--- config.mk ---
export PLATFORM = sky130hd
export DESIGN_NAME = minc_prog_loader_flat
export DESIGN_NICKNAME = d
export VERILOG_FILES = /design/src/rtl/minc_prog_loader_if.sv /design/src/rtl/minc_prog_loader.sv /design/src/flat_wrapper.sv
export SDC_FILE = /design/constraint.sdc
export NUM_CORES = 1
export LEC_CHECK = 0
export BUFFER_PORTS_ARGS = -buffer_cell sky130_fd_sc_hd__buf_2
export CAP_MARGIN = 20
export CORE_UTILIZATION = 60
export DETAILED_ROUTE_END_ITERATION = 12
export HOLD_SLACK_MARGIN = 0.02
export PLACE_DENSITY_LB_ADDON = 0.25
export REMOVE_ABC_BUFFERS = 1
export SYNTH_ARGS = -nofsm -noshare
export SYNTH_HDL_FRONTEND = slang
export SYNTH_SLANG_ARGS = --single-unit
--- constraint.sdc ---
create_clock -name CLK -period 4.05 [get_ports CLK]
set_clock_uncertainty 0.2 [all_clocks]
set_input_delay 0.405 -clock CLK [delete_from_list [all_inputs] [get_ports CLK]]
set_output_delay 0.405 -clock CLK [all_outputs]
set_load 0.02 [all_outputs]
--- src/rtl/minc_prog_loader_if.sv ---
// minc_prog_loader_if
// Purpose : groups the byte-stream handshake and the program-memory write
//           port of the minc program loader into one bundle.
// Signals : in_data/in_valid/in_ready - byte stream, transfer on valid&&ready
//           mem_we/mem_addr/mem_wdata  - 256x9 program memory write port
//           cpu_hold                   - core reset (1 = held)
//           load_done                  - one-cycle pulse on a good frame
//           load_err                   - sticky error flag
// Modports: slave  - the loader itself
//           master - the stream source / memory / core side
interface minc_prog_loader_if;
  logic [7:0] in_data;
  logic       in_valid;
  logic       in_ready;
  logic       mem_we;
  logic [7:0] mem_addr;
  logic [8:0] mem_wdata;
  logic       cpu_hold;
  logic       load_done;
  logic       load_err;

  modport slave (
    input  in_data, in_valid,
    output in_ready, mem_we, mem_addr, mem_wdata, cpu_hold, load_done, load_err
  );

  modport master (
    output in_data, in_valid,
    input  in_ready, mem_we, mem_addr, mem_wdata, cpu_hold, load_done, load_err
  );
endinterface

--- src/rtl/minc_prog_loader.sv ---
// minc_prog_loader
// Purpose : receives framed bytes (SYNC, ADDR, COUNT, COUNT x {LO,HI}[, CHK]),
//           assembles 9-bit instruction words and writes them into the minc
//           program memory, holding the core in reset while loading.
// Ports   : CLK   - system clock, rising edge
//           RESET - synchronous, active-high reset
//           bus   - minc_prog_loader_if.slave (stream in, memory write out,
//                   cpu_hold / load_done / load_err status)
// Option  : LOADER_CHECKSUM_EN - when defined, a trailing CHK byte must make
//           the 8-bit sum of ADDR, COUNT and all data bytes equal zero.
// Params  : SYNC_BYTE      - frame start marker
//           TIMEOUT_CYCLES - idle cycles tolerated inside a frame (0 = off)
module minc_prog_loader #(
  parameter logic [7:0] SYNC_BYTE      = 8'hA5,
  parameter int         TIMEOUT_CYCLES = 1024
) (
  input  logic                CLK,
  input  logic                RESET,
  minc_prog_loader_if.slave   bus
);

  localparam logic [2:0] S_IDLE  = 3'd0;
  localparam logic [2:0] S_ADDR  = 3'd1;
  localparam logic [2:0] S_COUNT = 3'd2;
  localparam logic [2:0] S_LO    = 3'd3;
  localparam logic [2:0] S_HI    = 3'd4;
  localparam logic [2:0] S_WR    = 3'd5;
  localparam logic [2:0] S_CHK   = 3'd6;
  localparam logic [2:0] S_ERR   = 3'd7;

  // Counter only needs to hold TIMEOUT_CYCLES-1: the limit is detected one
  // idle cycle before the count would reach TIMEOUT_CYCLES.
  localparam int             TW       = (TIMEOUT_CYCLES > 1) ? $clog2(TIMEOUT_CYCLES) : 1;
  localparam logic [TW-1:0]  TMO_LAST = TW'((TIMEOUT_CYCLES > 0) ? TIMEOUT_CYCLES - 1 : 0);
  localparam bit             TMO_ON   = (TIMEOUT_CYCLES != 0);

  logic [2:0]    r_state;
  logic [7:0]    r_addr;
  logic [8:0]    r_remaining;
  logic [7:0]    r_lo;
  logic [TW-1:0] r_tmo;
  logic          r_in_ready;
  logic          r_mem_we;
  logic [7:0]    r_mem_addr;
  logic [8:0]    r_mem_wdata;
  logic          r_cpu_hold;
  logic          r_load_done;
  logic          r_load_err;
`ifdef LOADER_CHECKSUM_EN
  logic [7:0]    r_sum;

  function automatic logic [7:0] f_sum_add(input logic [7:0] sum, input logic [7:0] b);
    return sum + b;
  endfunction
`endif

  logic w_xfer;
  logic w_tmo_state;
  logic w_tmo_hit;
  logic w_is_sync;

  // Handshake decode and timeout detection.
  always_comb begin
    w_xfer      = bus.in_valid && r_in_ready;
    w_is_sync   = (bus.in_data == SYNC_BYTE);
    w_tmo_state = (r_state == S_ADDR) || (r_state == S_COUNT) || (r_state == S_LO) ||
                  (r_state == S_HI)   || (r_state == S_CHK);
    if (TMO_ON && w_tmo_state && !w_xfer && (r_tmo == TMO_LAST)) begin
      w_tmo_hit = 1'b1;
    end else begin
      w_tmo_hit = 1'b0;
    end
  end

  // Frame FSM, word assembly, memory write port and status flags.
  always_ff @(posedge CLK) begin
    if (RESET) begin
      r_state     <= S_IDLE;
      r_addr      <= 8'h00;
      r_remaining <= 9'd0;
      r_lo        <= 8'h00;
      r_tmo       <= '0;
      r_in_ready  <= 1'b1;
      r_mem_we    <= 1'b0;
      r_mem_addr  <= 8'h00;
      r_mem_wdata <= 9'h000;
      r_cpu_hold  <= 1'b1;
      r_load_done <= 1'b0;
      r_load_err  <= 1'b0;
`ifdef LOADER_CHECKSUM_EN
      r_sum       <= 8'h00;
`endif
    end else begin
      r_mem_we    <= 1'b0;
      r_load_done <= 1'b0;

      // Idle-cycle counter: clears on any accepted byte or outside a frame.
      if (w_xfer || !w_tmo_state || w_tmo_hit) begin
        r_tmo <= '0;
      end else begin
        r_tmo <= r_tmo + TW'(1);
      end

      case (r_state)
        S_IDLE, S_ERR: begin
          if (w_xfer && w_is_sync) begin
            r_state    <= S_ADDR;
            r_cpu_hold <= 1'b1;
            r_load_err <= 1'b0;
`ifdef LOADER_CHECKSUM_EN
            r_sum      <= 8'h00;
`endif
          end
        end
        S_ADDR: begin
          if (w_xfer) begin
            r_addr  <= bus.in_data;
            r_state <= S_COUNT;
`ifdef LOADER_CHECKSUM_EN
            r_sum   <= f_sum_add(r_sum, bus.in_data);
`endif
          end else if (w_tmo_hit) begin
            r_state    <= S_ERR;
            r_load_err <= 1'b1;
          end
        end
        S_COUNT: begin
          if (w_xfer) begin
            r_remaining <= (bus.in_data == 8'h00) ? 9'd256 : {1'b0, bus.in_data};
            r_state     <= S_LO;
`ifdef LOADER_CHECKSUM_EN
            r_sum       <= f_sum_add(r_sum, bus.in_data);
`endif
          end else if (w_tmo_hit) begin
            r_state    <= S_ERR;
            r_load_err <= 1'b1;
          end
        end
        S_LO: begin
          if (w_xfer) begin
            r_lo    <= bus.in_data;
            r_state <= S_HI;
`ifdef LOADER_CHECKSUM_EN
            r_sum   <= f_sum_add(r_sum, bus.in_data);
`endif
          end else if (w_tmo_hit) begin
            r_state    <= S_ERR;
            r_load_err <= 1'b1;
          end
        end
        S_HI: begin
          if (w_xfer) begin
            if (bus.in_data[7:1] != 7'd0) begin
              r_state    <= S_ERR;
              r_load_err <= 1'b1;
            end else begin
              // Write strobe is launched here so it is high exactly during WR.
              r_state     <= S_WR;
              r_in_ready  <= 1'b0;
              r_mem_we    <= 1'b1;
              r_mem_addr  <= r_addr;
              r_mem_wdata <= {bus.in_data[0], r_lo};
`ifdef LOADER_CHECKSUM_EN
              r_sum       <= f_sum_add(r_sum, bus.in_data);
`endif
            end
          end else if (w_tmo_hit) begin
            r_state    <= S_ERR;
            r_load_err <= 1'b1;
          end
        end
        S_WR: begin
          r_in_ready  <= 1'b1;
          r_addr      <= r_addr + 8'd1;
          r_remaining <= r_remaining - 9'd1;
          if (r_remaining == 9'd1) begin
`ifdef LOADER_CHECKSUM_EN
            r_state <= S_CHK;
`else
            r_state     <= S_IDLE;
            r_load_done <= 1'b1;
            r_cpu_hold  <= 1'b0;
`endif
          end else begin
            r_state <= S_LO;
          end
        end
        S_CHK: begin
`ifdef LOADER_CHECKSUM_EN
          if (w_xfer) begin
            if (f_sum_add(r_sum, bus.in_data) == 8'h00) begin
              r_state     <= S_IDLE;
              r_load_done <= 1'b1;
              r_cpu_hold  <= 1'b0;
            end else begin
              r_state    <= S_ERR;
              r_load_err <= 1'b1;
            end
          end else if (w_tmo_hit) begin
            r_state    <= S_ERR;
            r_load_err <= 1'b1;
          end
`else
          // Unreachable without the checksum option.
          r_state <= S_IDLE;
`endif
        end
        default: begin
          r_state    <= S_ERR;
          r_load_err <= 1'b1;
        end
      endcase
    end
  end

  assign bus.in_ready  = r_in_ready;
  assign bus.mem_we    = r_mem_we;
  assign bus.mem_addr  = r_mem_addr;
  assign bus.mem_wdata = r_mem_wdata;
  assign bus.cpu_hold  = r_cpu_hold;
  assign bus.load_done = r_load_done;
  assign bus.load_err  = r_load_err;

endmodule

--- src/flat_wrapper.sv ---
// flat-port wrapper written by rule: the top's interface ports become plain ports
module minc_prog_loader_flat 
#(
  parameter logic [7:0] SYNC_BYTE      = 8'hA5,
  parameter int         TIMEOUT_CYCLES = 1024
)
  (CLK, RESET, bus_in_data, bus_in_valid, bus_in_ready, bus_mem_we, bus_mem_addr, bus_mem_wdata, bus_cpu_hold, bus_load_done, bus_load_err);
  minc_prog_loader_if bus_i ();
  input  logic CLK;
  input  logic RESET;
  input wire logic [$bits(bus_i.in_data)-1:0] bus_in_data;
  input wire logic [$bits(bus_i.in_valid)-1:0] bus_in_valid;
  output wire logic [$bits(bus_i.in_ready)-1:0] bus_in_ready;
  output wire logic [$bits(bus_i.mem_we)-1:0] bus_mem_we;
  output wire logic [$bits(bus_i.mem_addr)-1:0] bus_mem_addr;
  output wire logic [$bits(bus_i.mem_wdata)-1:0] bus_mem_wdata;
  output wire logic [$bits(bus_i.cpu_hold)-1:0] bus_cpu_hold;
  output wire logic [$bits(bus_i.load_done)-1:0] bus_load_done;
  output wire logic [$bits(bus_i.load_err)-1:0] bus_load_err;
  assign bus_i.in_data = bus_in_data;
  assign bus_i.in_valid = bus_in_valid;
  assign bus_in_ready = bus_i.in_ready;
  assign bus_mem_we = bus_i.mem_we;
  assign bus_mem_addr = bus_i.mem_addr;
  assign bus_mem_wdata = bus_i.mem_wdata;
  assign bus_cpu_hold = bus_i.cpu_hold;
  assign bus_load_done = bus_i.load_done;
  assign bus_load_err = bus_i.load_err;
  minc_prog_loader #(.SYNC_BYTE(SYNC_BYTE), .TIMEOUT_CYCLES(TIMEOUT_CYCLES)) u_core (.CLK(CLK), .RESET(RESET), .bus(bus_i));
endmodule
**After elaboration in Yosys (flattened, before gate mapping)**

Index checks and enable logic that the tools add are counted.

- Register bits after elaboration: 60
- Word-level logic and storage cells: 98

- Eq/ne operators: 18
- Muxes and demuxes: 29
- Reduce and logical (&&, ||, !) cells: 32
- $add $sub $neg: 3
- Bitwise operators: 4

Operators by type and width:

| operator | number |
|---|---|
| one-hot mux 3 bit (7 select lines) | 1 |
| two-way mux 3 bit | 6 |
| two-way mux 9 bit | 2 |
| one-hot mux 9 bit (2 select lines) | 1 |
| one-hot mux 8 bit (2 select lines) | 1 |
| == test 3 bit (second input constant) | 4 |
| two-way mux 1 bit | 12 |
| adder 10 x 1 -> 10 bit (second input constant) | 1 |
| == test 10 bit (second input constant) | 1 |
| inequality test 2 x 1 -> 1 bit (second input constant) | 5 |
| == test 9 x 1 -> 1 bit (second input constant) | 1 |
| AND reduction 3 bit | 3 |
| subtractor 9 x 1 -> 9 bit (second input constant) | 1 |
| adder 8 x 1 -> 8 bit (second input constant) | 1 |
| == test 8 bit (second input constant) | 1 |
| zero test 8 bit | 1 |
| two-way mux 8 bit | 1 |
| nonzero test 2 bit | 4 |
| nonzero test 7 bit | 1 |
| == test 3 x 2 -> 1 bit (second input constant) | 2 |
| logical OR 1 bit | 6 |
| AND reduction 2 bit | 3 |
| OR reduction 2 bit | 3 |
| OR reduction 3 bit | 2 |
| other kinds (12) | 22 |

**Depth between registers and ports, before layout**

Gate-level depths: netlist of the first run.

- Depth in word-level cells: 11
- Depth in mapped cells: 7
- Mapped depth without buffers: 6

**Least setup slack after synthesis of the first run**

Ideal clock, no wire load.

- Path kind: input -> register
- Start point: input port bus_in_data[1]
- End point: register u_core.r_mem_addr[0], in the netlist u_core.bus.mem_addr[0]
- Stages: 7
- Setup time: 142 ps
- Arrival: 1926 ps
- Required time: 3708 ps
- Path buffers: 2
- Slack: 1783 ps
- Cell sequence: or4_4 > nand4bb_4 > or3_1 > buf_6 > buf_8 > nand2_2 > a21oi_2

- Word-level cells in the longest chain between the ends: 3

Ends and longest elaborated chain:

| element | RTL line | RTL |
|---|---|---|
| start, declared | flat_wrapper.sv:11 | `input wire logic [$bits(bus_i.in_data)-1:0] bus_in_data;` |
| nonzero test 7 bit | minc_prog_loader.sv:153 | `if (bus.in_data[7:1] != 7'd0) begin` |
| NOT 1 bit (no line) | -- |  |
| AND reduction 3 bit (no line) | -- |  |
| end signal, assigned | minc_prog_loader.sv:161 | `r_mem_addr <= r_addr;` |
| end, declared | minc_prog_loader.sv:44 | `logic [7:0] r_mem_addr;` |

No other way between the ends.
A chain may end at the register's enable or synchronous reset.

**Final worst setup path of the first run**

- Start point: register u_core.r_in_ready, in the netlist u_core.bus.in_ready
- End point: register u_core.r_lo[6]

- Word-level cells in the longest chain between the ends: 2

Ends and longest elaborated chain:

| element | RTL line | RTL |
|---|---|---|
| start, declared | minc_prog_loader.sv:42 | `logic r_in_ready;` |
| start signal, assigned | minc_prog_loader.sv:83 | `r_in_ready <= 1'b1;` |
| start signal, assigned | minc_prog_loader.sv:159 | `r_in_ready <= 1'b0;` |
| start signal, assigned | minc_prog_loader.sv:173 | `r_in_ready <= 1'b1;` |
| logical AND 1 bit | minc_prog_loader.sv:64 | `w_xfer = bus.in_valid && r_in_ready;` |
| AND reduction 2 bit (no line) | -- |  |
| end signal, assigned | minc_prog_loader.sv:141 | `r_lo <= bus.in_data;` |
| end, declared | minc_prog_loader.sv:40 | `logic [7:0] r_lo;` |

No other way between the ends.

==> flow_summary.json, run 1 <==
{
  "run_status": "finished, final reports clean",
  "rsz0062_at_grt": "no",
  "setup.worst_path.start": "u_core.bus.in_ready",
  "cts_root_buf": "clkbuf_8",
  "post_cts.repair.setup_buffers": 0,
  "power_density_mw_per_mm2": 345,
  "drt.antenna.violating_nets": 0,
  "synth_ff_type": "dfxtp_1",
  "dieHeight_um": 71.4,
  "detailedRoute.firstPassIterationCount": 5,
  "grt_antenna_before_repair": 0,
  "ys_types": 55,
  "worstSetupPathType": "reg -> reg",
  "ios": 33,
  "number_of_diodes": 0,
  "clockBufferDepth": 2,
  "startpoint_type": "flop",
  "clk-insertion-delay-late_ns": 0.34,
  "p_comb_share_pct": 2.9,
  "syn2layout_area_growth_pct": 10.6,
  "cell_internal_pwr_uw": 862,
  "cts_buffers": 9,
  "yosysWarningCount": 0,
  "power.share.switching_pct": 22.0,
  "clkTransAtPathRegs_ns": 0.06,
  "std_cell_rows": 24,
  "cts.hold.buffers_added": 0,
  "layout.cells.most_common_list": "dfxtp_1, nand2_1, nor2_1",
  "starting_drt_drc_count": 295,
  "net-switching-power_uw": 242,
  "fillerInstances": 361,
  "cpPeakStageDelay_ns": 0.78,
  "fmaxAchievable_mhz": 406,
  "power_frac_clock_pct": 43.5,
  "cp_data_required_time_ns": 4.04,
  "critical-path-slowest-cell": "nor2b_1",
  "syn_inst": 356,
  "final_cells": 435,
  "worstPathCellList": "and2_1 > and3_1 > nor2b_1 > mux2i_1 > nor2_1",
  "gr-total-overflow": 0,
  "fin_area_mm2": 0.00320,
  "end_kind": "flop",
  "setup_viol": 0,
  "max_slew_margin_pct": 30.4,
  "synth-seq-area-share_pct": 41.5,
  "grt_util_all_layers_pct": 26.9,
  "post_synth.cell_area_avg_um2": 8.12,
  "worst-slew-pin-transition_ns": 1.04,
  "via_count": 2614,
  "via_per_inst": 6.01,
  "finalMaxSlewViolations": 0,
  "grt_max_degree": 53,
  "finalWorstPathRequiredPeriod_ns": 2.46,
  "crit_share_post_route_pct": 60.8,
  "finalSetupTns_ns": 0,
  "wire_length_per_cell_after_detailed_routing_um": 14.8,
  "leak_pwr_uw": 0.00116,
  "synth_edf_count": 0,
  "dp_hpwl_mm": 4.22,
  "async_flop_share_pct": 0,
  "wirelength_mm": 6.45,
  "post_synth_instance_area_mm2": 0.00289,
  "post_route_cells_drive_above_1_share_pct": 18.8,
  "placement.cell_area_mm2": 0.00302,
  "worst-path-max-fanout": 8,
  "layout_commonest_cell": "dfxtp_1",
  "via_count_of_the_first_global_routing_pass": 2327,
  "grt_pass1_wl_mm": 10.7,
  "holdCritStartpoint": "bus_in_data[0]",
  "power.ir.vdd_worst_v": 0.000208,
  "initial_core_utilization_pct": 64.2,
  "buffer_ports.inserted": 32,
  "clock_sinks": 60,
  "fin_nets": 395,
  "post-route-drc-count": 0,
  "regToRegStartpoint": "u_core.bus.in_ready",
  "die_area_mm2": 0.00510,
  "dp_cells": 421,
  "htree_num_levels": 3,
  "cts_repair_resize_count": 0,
  "hold_path_class": "in -> reg",
  "design.core.area_mm2": 0.00450,
  "synth_seq_cells": 60,
  "worst-endpoint-arrival_ns": 2.45,
  "cap_viol_max_count": 0,
  "tritoncts": "yes",
  "report.final.hold_viol_count": 0,
  "die_x_um": 71.4,
  "power.share.sequential_pct": 53.5,
  "gp_congestion": 0.846
}
Yosys cell counts (3+ instances only):
master,number,share of area [%]
dfxtp_1,60,42
nand2_1,51,6.6
nor2_1,40,5.2
a21oi_1,26,4.5
o21ai_0,19,3.3
clkbuf_1,13,1.7
nor3_1,13,2.3
nand3_1,10,1.7
a21oi_2,9,2.7
and3_1,9,1.9
mux2i_1,9,3.1
nand2_2,9,1.9
a31oi_1,8,1.7
or3_1,7,1.5
a211oi_1,6,1.6
xor2_1,5,1.5
ha_1,4,1.7
inv_1,4,0.52
and2_1,3,0.65
nand2b_1,3,0.65
nor2b_1,3,0.65
xnor2_1,3,0.91
power by group through the flow:
| stage | sequential (uW) | combinational (uW) | clock, uW |
|---|---|---|---|
| finish | 591 | 32.5 | 481 |
| global route | 590 | 35.4 | 516 |
| CTS | 591 | 32.1 | 489 |
| detailed placement | 604 | 31.9 | 0 |
| global placement | 604 | 31.6 | 0 |
| floorplan | 604 | 9.77 | 0 |
stage by stage:
step / util, % / hold WS, ns / setup slack, ns / power [uW]
finish: 71.0 / 0.170 / 1.59 / 1100
global route: 71.0 / 0.191 / 1.38 / 1140
CTS: 71.0 / 0.162 / 1.62 / 1110
detailed placement: 67.1 / 0.244 / 1.31 / 636
global placement: 67.1 / 0.238 / 1.39 / 636
floorplan: - / 0.225 / 1.56 / 614
metal layers:
metal / vias up / GRT usage (%) / share of wire (%)
met5: - / 0 / 0
met4: 0 / 14.2 / 2.0
met3: 14 / 4.78 / 6.2
met2: 96 / 41.9 / 46
met1: 1199 / 35.8 / 45
li1: 1305 / - / -
worst paths after layout:
| kind | to | slack (ns) | depth (start not counted) |
|---|---|---|---|
| worst max register to register | u_core.r_lo[6] | 1.59 | 5 |
| worst max-delay path | u_core.r_lo[6] | 1.59 | 5 |
| worst min-delay path | u_core.bus.mem_wdata[8] | 0.17 | 3 |
| worst min register to register | u_core.bus.mem_wdata[1] | 0.25 | 2 |
area by class of cell:
type / instances / area, um^2 / share of cell area (%)
Inverter: 4 / 15.0 / 0.469
Multi-Input combinational cell: 272 / 1580 / 49.2
Tap cell: 52 / 65.1 / 2.03
Clock inverter: 2 / 10.0 / 0.313
Clock buffer: 12 / 165 / 5.16
Sequential cell: 60 / 1200 / 37.5
Timing Repair Buffer: 33 / 168 / 5.24
logic make-up (layout without fill, tap and decap cells):
group	after synthesis	after routing	share of synthesized area [%]
and+or+nand+nor	166	166	28.8
AOI/OAI and AO/OA	85	85	18.4
DFF	60	60	41.5
buffers and inverters	24	51	3.98
muxes	9	9	3.12
xor gates and xnor gates	8	8	2.42
adders and majority gates	4	4	1.73
registers in the layout, indices dropped and copies added, names as in the netlist:
name and flops:
u_core.r_lo 8, u_core.bus.in_ready 1, u_core.r_addr 8, u_core.bus.mem_addr 8, u_core.r_tmo 10, u_core.bus.mem_we 1
u_core.bus.cpu_hold 1, u_core.bus.load_done 1, u_core.bus.mem_wdata 9, u_core.r_remaining 9, u_core.bus.load_err 1, u_core.r_state 3
worst max-delay path, delay by kind of cell, from the launching register on:
family	cells	cell delay, ns
mux	1	0.28
simple gates	4	1.40
flops	1	0.43
Power figures use the tool's default switching activity.
==> inputs of run 2 (changes only) <==
CORE_UTILIZATION = 58   (was 60)
clock period = 2.6 ns   (was 4.05 ns; I/O delays follow)
==> run 2 against run 1 <==
Core utilization decreased by 2.0 points. Combinational power increased by 61%. Sequential power increased by 56%. Count of clock-buffer cells in the layout unchanged. Final cell count increased by 5.5%. Flip-flop and latch count unchanged. Worst hold slack got worse by 0.14 ns. Largest cell class unchanged. Largest power group unchanged.
==> flow_summary.json, run 2 (synthesis results as in run 1) <==
{
  "power.ir.vdd_worst_v": 0.000376,
  "power.share.switching_pct": 23.0,
  "design.core.area_mm2": 0.00475,
  "clkTransAtPathRegs_ns": 0.07,
  "worst-path-max-fanout": 5,
  "fmaxAchievable_mhz": 443,
  "clockBufferDepth": 2,
  "ios": 33,
  "top_usage_layer": "met2",
  "wirelength_mm": 6.58,
  "wire_length_per_cell_after_detailed_routing_um": 14.3,
  "finalMaxSlewViolations": 0,
  "initial_core_utilization_pct": 60.8,
  "critical-path-slowest-cell": "or4_1",
  "worst-endpoint-arrival_ns": 2.34,
  "grt_antenna_before_repair": 0,
  "detailedRoute.firstPassIterationCount": 6,
  "clock_sinks": 60,
  "layout_commonest_cell": "dfxtp_1",
  "worst-slew-pin-transition_ns": 0.621,
  "post-layout-total-power_uw": 1760,
  "dp_cells": 443,
  "post_cts.repair.setup_buffers": 0,
  "cts_root_buf": "clkbuf_8",
  "fin_nets": 402,
  "holdCritStartpoint": "bus_in_data[1]",
  "cts_buffers": 9,
  "finalSetupTns_ns": 0,
  "via_count": 2674,
  "global_route.usage.met1_pct": 34.6,
  "htree_num_levels": 3,
  "hold_slack_ns": 0.0339,
  "leak_pwr_uw": 0.00120,
  "power_frac_clock_pct": 44.6,
  "post-route-drc-count": 0,
  "cap_viol_max_count": 0,
  "final_cells": 459,
  "worstPathCellList": "ha_1 > nand2_1 > or3_1 > or4_1 > a211oi_1 > o21a_1",
  "worstSetupPathType": "reg -> reg",
  "post_route_cells_drive_above_1_share_pct": 20.7,
  "cts.hold.buffers_added": 0,
  "crit_share_post_route_pct": 86.8,
  "worst-r2r-cell-count": 6,
  "end_kind": "flop",
  "starting_drt_drc_count": 254,
  "hold_path_class": "in -> reg",
  "final_core_utilization_pct": 69.1,
  "dp_hpwl_mm": 4.44,
  "drt.antenna.violating_nets": 0,
  "cp_num_buf_inv": 0,
  "setup_viol": 0,
  "via_count_of_the_first_global_routing_pass": 2395,
  "report.final.hold_viol_count": 0,
  "cp_top_family": "simple AND/OR/NAND/NOR gates",
  "run_status": "finished, final reports clean",
  "grt_util_all_layers_pct": 26.9,
  "rsz0062_at_grt": "no",
  "layout.cells.most_common_list": "dfxtp_1, nand2_1, nor2_1",
  "die_x_um": 72.6,
  "r2r_end": "u_core.bus.load_err",
  "dieHeight_um": 72.6,
  "grt_pass1_wl_mm": 10.9,
  "buffer_ports.inserted": 32,
  "gp_congestion": 0.829,
  "cts_repair_resize_count": 0,
  "power_density_mw_per_mm2": 535,
  "finalWorstPathRequiredPeriod_ns": 2.26,
  "power.share.sequential_pct": 52.4,
  "via_per_inst": 5.83,
  "regMostFlops": "u_core.r_tmo",
  "cell_internal_pwr_uw": 1350,
  "gr-usage-met3_pct": 4.83,
  "clk-insertion-delay-late_ns": 0.34,
  "tritoncts": "yes",
  "cpPeakStageDelay_ns": 0.43,
  "startpoint_type": "flop",
  "net-switching-power_uw": 405,
  "gr-total-overflow": 0,
  "worst_hold_path.endpoint": "u_core.r_lo[1]",
  "syn2layout_area_growth_pct": 13.5,
  "met2_usage_pct": 44.7,
  "regToRegSetupSlack_ns": 0.34,
  "die_area_mm2": 0.00527,
  "cp_data_required_time_ns": 2.68,
  "largest_register_ffs": 10,
  "number_of_diodes": 0,
  "grt_max_degree": 38,
  "regToRegStartpoint": "u_core.r_tmo[0]",
  "max_slew_margin_pct": 58.4,
  "p_comb_share_pct": 3.0,
  "holdPathStages": 3,
  "std_cell_rows": 25
}
==> run 2: cell count changes in the layout (fill, tap and decap cells not counted) <==
cell	change
clkinvlp_4	+1
clkinv_2	+1
buf_4	+7
==> run 2: power by group through the flow <==
stage          Combinational, uW  Sequential [uW]  Clock (uW)
5_1_grt                     56.3              919         836
3_5_place_dp                50.9              941           0
4_1_cts                     51.3              920         791
6_report                    52.4              920         784
3_3_place_gp                50.5              941           0
2_1_floorplan               15.2              941           0
==> run 2: worst max path at each step <==
stage | depth (start not counted) | slack [ns] | endpoint | start
after floorplan | 5 | 0.11 | u_core.r_remaining[7] | u_core.r_state[2]
after global placement | 7 | 0.36 | u_core.bus.mem_wdata[5] | bus_in_data[1]
after detailed placement | 7 | 0.33 | u_core.bus.mem_wdata[2] | bus_in_data[1]
after CTS | 6 | 0.35 | u_core.bus.load_err | u_core.r_tmo[0]
after global routing | 6 | 0.21 | u_core.bus.load_err | u_core.r_tmo[0]
final | 6 | 0.34 | u_core.bus.load_err | u_core.r_tmo[0]
==> run 2: area by class of cell <==
cell class              instances  area (um^2)
multi-input cells             272         1580
fillers                       418         1470
flip-flops and latches         60         1200
repair buffers                 40          220
clock buffers                  12          165
well taps                      67         83.8
clock inverters                 4         22.5
inverters                       4         15.0
==> run 2: tightest hold or removal path: stages <==
cell	delay, ns
buf_2	0.12
mux2i_1	0.08
nor2_1	0.08
==> run 2: routing by layer <==
| layer | vias up | routed length, um |
|---|---|---|
| li1 | 1317 | - |
| met1 | 1257 | 3060 |
| met2 | 88 | 3120 |
| met3 | 12 | 300 |
| met4 | 0 | 96 |
| met5 | - | 0 |
==> run 2: stage by stage <==
step	setup WS, ns	cell area (um^2)
after floorplan	0.111	2790
after global placement	0.359	3100
after detailed placement	0.331	3100
after CTS	0.354	3280
after global routing	0.207	3280
final	0.343	3280
==> inputs of run 3 (changes only) <==
CORE_MARGIN = 1.5   (was not set)
PLACE_DENSITY = 0.77   (was not set)
PLACE_DENSITY_LB_ADDON = not set   (was 0.25)
==> run 3 against run 2 <==
Flip-flop and latch count did not move. Count of clock-buffer cells in the layout rose by 2. Non-clock buffer count rose by 2. First-iteration DRC count fell by 25%. Critical path depth rose by 2. Critical path type is now in -> reg. Critical endpoint is now u_core.bus.mem_addr[0]. Largest cell class unchanged. Highest routed layer unchanged.
==> flow_summary.json, run 3 (synthesis results as in run 1) <==
{
  "run_status": "finished, final reports clean",
  "initial_core_utilization_pct": 60.8,
  "drt.antenna.violating_nets": 0,
  "final_core_utilization_pct": 69.8,
  "via_per_inst": 5.75,
  "gr-total-overflow": 0,
  "post-route-drc-count": 0,
  "clockBufferDepth": 2,
  "power.share.sequential_pct": 50.3,
  "dieHeight_um": 73.6,
  "grt_util_all_layers_pct": 26.4,
  "cp_data_required_time_ns": 2.61,
  "startpoint_type": "primary input",
  "dp_cells": 444,
  "die_x_um": 73.6,
  "tritoncts": "yes",
  "htree_num_levels": 3,
  "via_count_of_the_first_global_routing_pass": 2350,
  "layout_commonest_cell": "dfxtp_1",
  "holdPathStages": 3,
  "end_kind": "flop",
  "critical_path_cell_count": 8,
  "gp_congestion": 0.838,
  "grt_pass1_wl_mm": 10.9,
  "power.share.switching_pct": 20.7,
  "p_comb_share_pct": 2.9,
  "regMostFlops": "u_core.r_tmo",
  "power_frac_clock_pct": 46.8,
  "worstSetupPathType": "in -> reg",
  "fin_nets": 404,
  "layout.cells.most_common_list": "dfxtp_1, nand2_1, nor2_1",
  "cts_root_buf": "clkbuf_8",
  "net-switching-power_uw": 378,
  "post-layout-total-power_uw": 1830,
  "cp_top_family": "simple AND/OR/NAND/NOR gates",
  "cp_num_buf_inv": 3,
  "cap_viol_max_count": 0,
  "power_density_mw_per_mm2": 551,
  "ios": 33,
  "worst-path-max-fanout": 18,
  "setup_viol": 0,
  "worst-r2r-cell-count": 6,
  "finalMaxSlewViolations": 0,
  "buffer_ports.inserted": 32,
  "critical-path-slowest-cell": "or4_4",
  "largest_register_ffs": 10,
  "final_cells": 460,
  "wire_length_per_cell_after_detailed_routing_um": 14.2,
  "starting_drt_drc_count": 190,
  "number_of_diodes": 0,
  "report.final.hold_viol_count": 0,
  "finalWorstPathRequiredPeriod_ns": 2.47,
  "fin_area_mm2": 0.00332,
  "clkTransAtPathRegs_ns": 0.06,
  "cpPeakStageDelay_ns": 0.57,
  "crit_share_post_route_pct": 95.1,
  "dp_hpwl_mm": 4.49,
  "grt_antenna_before_repair": 0,
  "max_slew_margin_pct": 58.1,
  "worst-slew-pin-transition_ns": 0.624,
  "wirelength_mm": 6.52,
  "grt_max_degree": 40,
  "std_cell_rows": 25,
  "placement.cell_area_mm2": 0.00310,
  "clock_sinks": 60,
  "detailedRoute.firstPassIterationCount": 4,
  "die_area_mm2": 0.00542,
  "clk-insertion-delay-late_ns": 0.33,
  "syn2layout_area_growth_pct": 14.8,
  "cell_internal_pwr_uw": 1450,
  "power.ir.vdd_worst_v": 0.000298,
  "design.core.area_mm2": 0.00475,
  "post_route_cells_drive_above_1_share_pct": 20.1,
  "finalSetupTns_ns": 0,
  "fmaxAchievable_mhz": 404,
  "cts_buffers": 9,
  "leak_pwr_uw": 0.00121,
  "worst-endpoint-arrival_ns": 2.48,
  "worstPathCellList": "dlygate4sd3_1 > buf_2 > or4_4 > nand4bb_4 > or3_1 > buf_6 > nand2_2 > a21oi_2",
  "hold_path_class": "in -> reg",
  "via_count": 2645,
  "rsz0062_at_grt": "no"
}
[run 3: worst register-to-register path, cell delays in order, from the launching register on]
cell and delay (ns):
dfxtp_1 0.36, ha_1 0.24, nand2_1 0.09, or3_1 0.42, or4_1 0.41, a211oi_1 0.25
o21a_1 0.13
[run 3: routing by layer]
metal	share of wire (%)	global-route usage, %
met1	45	33.9
met2	47	41.2
met3	5.7	6.17
met4	2.0	14.0
met5	0	0
[run 3: power by group through the flow]
stage	clock network, uW	registers (uW)	logic (uW)
3_3_place_gp	0	941	51.2
5_1_grt	911	920	59.0
6_report	856	920	53.4
4_1_cts	873	920	52.7
3_5_place_dp	0	941	51.2
2_1_floorplan	0	941	15.2
[run 3: worst paths after layout]
path / startpoint / end / slack, ns
worst max-delay path: bus_in_data[1] / u_core.bus.mem_addr[0] / 0.13
worst min-delay path: bus_in_data[6] / u_core.r_lo[6] / 0.05
worst max register to register: u_core.r_tmo[0] / u_core.bus.load_err / 0.45
worst min register to register: u_core.bus.mem_wdata[8] / u_core.bus.mem_wdata[8] / 0.25
[run 3: layout make-up]
class	instances	area, um^2
clock buffers	14	173
clock inverters	1	30.0
fillers	387	1440
inverters	4	15.0
multi-input cells	272	1580
flip-flops and latches	60	1200
well taps	67	83.8
repair buffers	42	241
[run 3: what timing repair did]
action / in CTS / in global routing
gates resized for setup: 0 / 1
buffers inserted: 0 / 0
setup endpoints to repair: 0 / 2
hold buffers: 1 / 0
hold endpoints to repair: 2 / 0
[run 3: through the flow]
step                setup slack (ns)  hold slack, ns
floorplan                      0.111           0.122
global placement               0.350           0.238
detailed placement             0.313           0.243
CTS                            0.109          0.0380
global route                  0.0377          0.0574
finish                         0.127          0.0466
